==> src/rtl/agc_seq_pkg.sv <==
// rtl/agc_seq_pkg.sv - op codes, FSM encoding and step-entry layout for the AGC sequencer
package agc_seq_pkg;

    localparam int OP_W = 2;

    localparam logic [OP_W-1:0] OP_SET   = 2'd0;
    localparam logic [OP_W-1:0] OP_CLR   = 2'd1;
    localparam logic [OP_W-1:0] OP_PULSE = 2'd2;
    localparam logic [OP_W-1:0] OP_END   = 2'd3;

    typedef enum logic [2:0] {
        ST_IDLE,
        ST_FETCH,
        ST_WAIT,
        ST_PULSE,
        ST_DONE
    } seq_state_e;

    // Entry layout, MSB first: {op, mask, delay, plen}
    function automatic int entry_width(input int nch, input int tw, input int pw);
        return OP_W + nch + tw + pw;
    endfunction

endpackage

==> src/rtl/agc_clock_div.sv <==
// rtl/agc_clock_div.sv - free-running toggle divider producing the AGC CLOCK from SIM_CLK
module agc_clock_div #(
    parameter int CLK_HALF = 12
) (
    input  logic clk_i,
    input  logic rst_i,
    output logic clk_o
);
    localparam int CNT_W = (CLK_HALF > 1) ? $clog2(CLK_HALF) : 1;

    logic [CNT_W-1:0] cnt_q;
    logic             clk_q;

    always_ff @(posedge clk_i) begin
        if (rst_i) begin
            cnt_q <= '0;
            clk_q <= 1'b0;
        end else if (cnt_q == CNT_W'(CLK_HALF - 1)) begin
            cnt_q <= '0;
            clk_q <= ~clk_q;
        end else begin
            cnt_q <= cnt_q + 1'b1;
        end
    end

    assign clk_o = clk_q;

endmodule

==> src/rtl/agc_monitor_sequencer.sv <==
// rtl/agc_monitor_sequencer.sv - table-driven set/clear/pulse sequencer for AGC monitor discretes
module agc_monitor_sequencer
    import agc_seq_pkg::*;
#(
    parameter int             NCH      = 8,
    parameter int             DEPTH    = 16,
    parameter int             TW       = 24,
    parameter int             PW       = 16,
    parameter logic [NCH-1:0] INIT_VAL = '0,
    parameter int             CLK_HALF = 12
) (
    input  logic                     SIM_CLK,
    input  logic                     SIM_RST,
    input  logic                     wr_en,
    input  logic [$clog2(DEPTH)-1:0] wr_addr,
    input  logic [OP_W-1:0]          wr_op,
    input  logic [NCH-1:0]           wr_mask,
    input  logic [TW-1:0]            wr_delay,
    input  logic [PW-1:0]            wr_plen,
    input  logic                     start,
    input  logic                     abort,
    output logic [NCH-1:0]           chan,
    output logic                     busy,
    output logic                     done,
    output logic                     wr_err,
    output logic [$clog2(DEPTH)-1:0] step_idx,
    output logic                     CLOCK
);
    localparam int            AW       = $clog2(DEPTH);
    localparam int            CW       = (TW > PW) ? TW : PW;
    localparam int            EW       = entry_width(NCH, TW, PW);
    localparam logic [AW-1:0] LAST_IDX = AW'(DEPTH - 1);

    logic [EW-1:0]   table_q [DEPTH];
    logic [EW-1:0]   entry;
    logic [OP_W-1:0] f_op;
    logic [NCH-1:0]  f_mask;
    logic [TW-1:0]   f_delay;
    logic [PW-1:0]   f_plen;

    seq_state_e      state_q;
    logic [NCH-1:0]  chan_q;
    logic            busy_q;
    logic            done_q;
    logic            wr_err_q;
    logic [AW-1:0]   step_idx_q;
    logic [CW-1:0]   cnt_q;
    logic [OP_W-1:0] op_q;
    logic [NCH-1:0]  mask_q;
    logic [PW-1:0]   plen_q;

    // Table is plain storage with no reset; it only accepts writes while idle.
    always_ff @(posedge SIM_CLK) begin
        if (wr_en && state_q == ST_IDLE) begin
            table_q[wr_addr] <= {wr_op, wr_mask, wr_delay, wr_plen};
        end
    end

    assign entry   = table_q[step_idx_q];
    assign f_op    = entry[EW-1 -: OP_W];
    assign f_mask  = entry[TW+PW +: NCH];
    assign f_delay = entry[PW +: TW];
    assign f_plen  = entry[0 +: PW];

    always_ff @(posedge SIM_CLK) begin
        if (SIM_RST) begin
            state_q    <= ST_IDLE;
            chan_q     <= INIT_VAL;
            busy_q     <= 1'b0;
            done_q     <= 1'b0;
            wr_err_q   <= 1'b0;
            step_idx_q <= '0;
            cnt_q      <= '0;
            op_q       <= OP_END;
            mask_q     <= '0;
            plen_q     <= '0;
        end else begin
            done_q   <= 1'b0;
            wr_err_q <= wr_en && (state_q != ST_IDLE);
            if (abort) begin
                state_q <= ST_IDLE;
                chan_q  <= INIT_VAL;
                busy_q  <= 1'b0;
            end else begin
                case (state_q)
                    ST_IDLE: begin
                        if (start) begin
                            state_q    <= ST_FETCH;
                            busy_q     <= 1'b1;
                            step_idx_q <= '0;
                        end
                    end
                    ST_FETCH: begin
                        op_q   <= f_op;
                        mask_q <= f_mask;
                        plen_q <= f_plen;
                        cnt_q  <= CW'(f_delay);
                        if (f_op == OP_END) begin
                            state_q <= ST_DONE;
                            done_q  <= 1'b1;
                            busy_q  <= 1'b0;
                        end else begin
                            state_q <= ST_WAIT;
                        end
                    end
                    ST_WAIT: begin
                        if (cnt_q != '0) begin
                            cnt_q <= cnt_q - 1'b1;
                        end else if (op_q == OP_SET || op_q == OP_CLR) begin
                            chan_q <= (op_q == OP_SET) ? (chan_q | mask_q) : (chan_q & ~mask_q);
                            if (step_idx_q == LAST_IDX) begin
                                state_q <= ST_DONE;
                                done_q  <= 1'b1;
                                busy_q  <= 1'b0;
                            end else begin
                                state_q    <= ST_FETCH;
                                step_idx_q <= step_idx_q + 1'b1;
                            end
                        end else begin
                            // Counter holds remaining high cycles minus one; plen=0 still gives one cycle.
                            chan_q  <= chan_q | mask_q;
                            cnt_q   <= (plen_q == '0) ? '0 : CW'(plen_q) - CW'(1);
                            state_q <= ST_PULSE;
                        end
                    end
                    ST_PULSE: begin
                        if (cnt_q != '0) begin
                            cnt_q <= cnt_q - 1'b1;
                        end else begin
                            chan_q <= chan_q & ~mask_q;
                            if (step_idx_q == LAST_IDX) begin
                                state_q <= ST_DONE;
                                done_q  <= 1'b1;
                                busy_q  <= 1'b0;
                            end else begin
                                state_q    <= ST_FETCH;
                                step_idx_q <= step_idx_q + 1'b1;
                            end
                        end
                    end
                    ST_DONE: begin
                        state_q <= ST_IDLE;
                    end
                    default: begin
                        state_q <= ST_IDLE;
                    end
                endcase
            end
        end
    end

    agc_clock_div #(
        .CLK_HALF(CLK_HALF)
    ) u_clk_div (
        .clk_i(SIM_CLK),
        .rst_i(SIM_RST),
        .clk_o(CLOCK)
    );

    assign chan     = chan_q;
    assign busy     = busy_q;
    assign done     = done_q;
    assign wr_err   = wr_err_q;
    assign step_idx = step_idx_q;

endmodule

==> config.mk <==
export PLATFORM = sky130hd
export DESIGN_NAME = agc_monitor_sequencer
export DESIGN_NICKNAME = d
export VERILOG_FILES = /design/src/rtl/agc_seq_pkg.sv /design/src/rtl/agc_clock_div.sv /design/src/rtl/agc_monitor_sequencer.sv
export SDC_FILE = /design/constraint.sdc
export NUM_CORES = 1
export LEC_CHECK = 0
export ABC_AREA = 0
export CORE_MARGIN = 4
export CORE_UTILIZATION = 50
export DETAILED_ROUTE_END_ITERATION = 12
export HOLD_SLACK_MARGIN = 0.06
export PLACE_DENSITY = 0.71
export SLEW_MARGIN = 10
export SYNTH_ARGS = -nofsm -noshare
export SYNTH_HDL_FRONTEND = slang
export SYNTH_SLANG_ARGS = --single-unit
==> constraint.sdc <==
create_clock -name SIM_CLK -period 7.1 [get_ports SIM_CLK]
set_input_delay 1.42 -clock SIM_CLK [delete_from_list [all_inputs] [get_ports SIM_CLK]]
set_output_delay 1.42 -clock SIM_CLK [all_outputs]
set_load 0.01 [all_outputs]
==> results.md <==
- Status: finished, final reports clean
- Power Density: 274 nW/um^2
- Final Hold Fails: 0
- Area growth from synthesis to layout: 13.7%
- Req. time, crit path: 7.38 ns
- Slew headroom: 19.0%
- Post-Synthesis Net Count: 1841
- WP data arrival: 4.03 ns
- Share of cells above drive strength 1: 21.1%
- Core Box Area: 67600 um^2
- Die width: 270 um
- Total CTS buffers: 85
- Initial antenna violation count: 2
- Final setup viols: 0
- Row Count: 95
- Hold WC Path Type: flip-flop to flip-flop
- Multi-input gate area: 8480 um^2
- Fillers: 4744
- Gate Count Post-Synth: 1776
- Fin crit period: 3.75 ns
- Grt ovf: 0
- Synth top area share: 69.9%
- Clock root cell: clkbuf_16
- Period utilisation layout: 52.9%
- Final #Nets: 1936
- Synth cell types: 63
- Synth Flop Type: edfxtp_1
- Async SR Flop Fraction: 0%
- Max Root-Sink Buffers: 3
- Initial Utilization: 50.8%
- GP Congestion: 0.842
- Family with the most delay on the worst path: simple AND/OR/NAND/NOR gates
- Die Ht: 270 um
- Unrepaired setup endpoints after global routing: no
- Setup Skew: 0.0242 ns
- Average vias per placed instance: 6.27
- Static leakage: 11.9 nW
- Post-CTS Setup Bufs: 0
- Yosys warns: 0
- Crit Path Max Fanout: 30
- Worst vdd ir: 168 uV
- Largest net degree at the start of global routing: 76
- Worst path buffer plus inverter count: 2
- Setup TNS Final: 0 ns
- Initial DRC count: 1988
- WL per Instance: 27.2 um
- #FFs+latches synth: 877
- Post-DP Area: 36200 um^2
- Fin. max-slew vios: 0
- DRT antenna net count: 0
- H-Tree Depth: 3
- Post-synth top cells: edfxtp_1, mux4_2, nand2_1
- Synthesized area per cell: 19.3 um^2
- Worst path slowest cell: nor2_4
- Largest cells by area after synthesis: edfxtp_1, mux4_2, dfxtp_1
- CP Cell Sequence: clkdlybuf4s50_1 > nand2_1 > or3_1 > nor2_4 > buf_4
- Seq/Total Area, Yosys: 74.4%
- Final Cell Area: 39100 um^2
- Clock sink count: 877
- FF+latch area: 25600 um^2
- CP peak stage delay: 0.98 ns
- CTS resizes: 0
- CTS tree: yes
- Vias: 17700
- CP Capture Type: flip-flop
- EDFF count, synth: 800
- Slew at the pin closest to its max-slew limit: 1.21 ns
- Finished Layout Cells: 2816
- Clock transition at the registers of the reported paths: 0.06 ns
- DRC errors left: 0
- Vias in the first global route: 17800
- Crit Path Category: input pin to flip-flop
- Syn Std Cell Area: 34400 um^2
- Worst skew pair latency: 0.63 ns
- Max Fclk: 266 MHz
- First-pass GRT wire length: 115000 um
- Placed insts: 2657
- IO buf count: 74
- Max Cap Violations: 0
- Area leader, netlist: edfxtp_1
- First-pass DRT Iterations: 5
- Final wirelength: 76600 um
- Most common cell in the netlist: edfxtp_1
- Die Area: 73000 um^2
- Startpoint Class: input pin
- Hold buffers post-CTS: 0
- Top Ports: 75
- Post-DP HPWL: 43700 um
- GRT Overall Usage: 21.0%
[metal layers]
| layer | part of all wire, % | vias up | track usage, % |
|---|---|---|---|
| met5 | 0 | - | 0 |
| met4 | 2.3 | 0 | 6.54 |
| met3 | 7.7 | 115 | 3.81 |
| met2 | 49 | 784 | 33.9 |
| met1 | 41 | 9275 | 29.6 |
| li1 | - | 7476 | - |
[state kept, by name, indices dropped and copies added (netlist names), named ones only]
register / flops
table_q: 800
cnt_q: 24
plen_q: 16
mask_q: 8
step_idx: 4
u_clk_div.cnt_q: 4
state_q: 3
op_q: 2
busy: 1
done: 1
u_clk_div.clk_o: 1
wr_err: 1
[cells by family after synthesis]
group,count (synthesis),share of synthesized area (%)
flip-flops,877,74.4
AND/OR/NAND/NOR,305,4.45
multiplexers,276,15.5
AO/OA/AOI/OAI,172,3.27
buffers and inverters,107,1.26
XOR/XNOR,33,0.841
adder cells (fa/ha/maj),6,0.219
[worst min-delay path, stage by stage (launching register included)]
cell      delay, ns
dfxtp_1        0.32
nand2_1        0.05
nand3b_1       0.06
[where the power goes]
part           internal [W]  switching [W]  leakage, nW
Clock               0.00273        0.00187         1.39
Sequential          0.00570      0.0000268         7.85
Combinational      0.000129       0.000263         2.65
Total               0.00856        0.00216         11.9
[path summary, 6_finish.rpt]
check	slack, ns	end	start	cells past startpoint
worst min register to register	0.47	op_q[0]	op_q[0]	2
worst max-delay path	3.35	table_q[4][38]	wr_en	5
worst min-delay path	0.47	op_q[0]	op_q[0]	2
worst max register to register	3.37	cnt_q[21]	cnt_q[8]	6
[final cells by class]
type	instances	area share [%]
Multi-Input combinational cell	792	21.7
Clock inverter	44	1.34
Inverter	8	0.0769
Tap cell	873	2.80
Timing Repair Buffer	107	2.61
Antenna cell	2	0.0128
Clock buffer	113	6.00
Sequential cell	877	65.5
[cells in the final DEF, fill, tap and decap left out, types with 6 or more instances in the layout]
cell type          n
edfxtp_1         800
mux4_2           205
clkbuf_16         88
nand2_1           81
dfxtp_1           73
clkdlybuf4s50_1   73
nor2_1            66
mux2i_1           62
a21oi_1           54
nor3_1            35
buf_4             30
a211oi_1          21
clkbuf_1          20
a22oi_1           19
o21ai_0           18
xor2_1            17
nand3_1           16
xnor2_1           16
nor4_1            14
clkinv_1          13
nor2_4            12
a311oi_1          12
o22ai_1           12
bufinv_16         11
clkinv_2          10
or3_1              9
mux2_2             9
nand2b_1           8
nor3_2             8
nor2b_1            8
nor3b_1            8
inv_1              7
nand3b_1           7
a31oi_1            6
or4_1              6
o21ai_1            6
ha_1               6
[per-stage QoR]
| stage | hold WS, ns | setup WS (ns) | util, % | total power, W |
|---|---|---|---|---|
| 3_3_place_gp | 0.435 | 2.69 | 53.5 | 0.00621 |
| 6_report | 0.470 | 3.35 | 57.8 | 0.0107 |
| 4_1_cts | 0.472 | 3.34 | 57.8 | 0.0108 |
| 5_1_grt | 0.492 | 3.23 | 57.8 | 0.0111 |
| 3_5_place_dp | 0.456 | 2.66 | 53.5 | 0.00622 |
| 2_1_floorplan | 0.428 | 1.31 | - | 0.00604 |
Power figures use the tool's default switching activity.
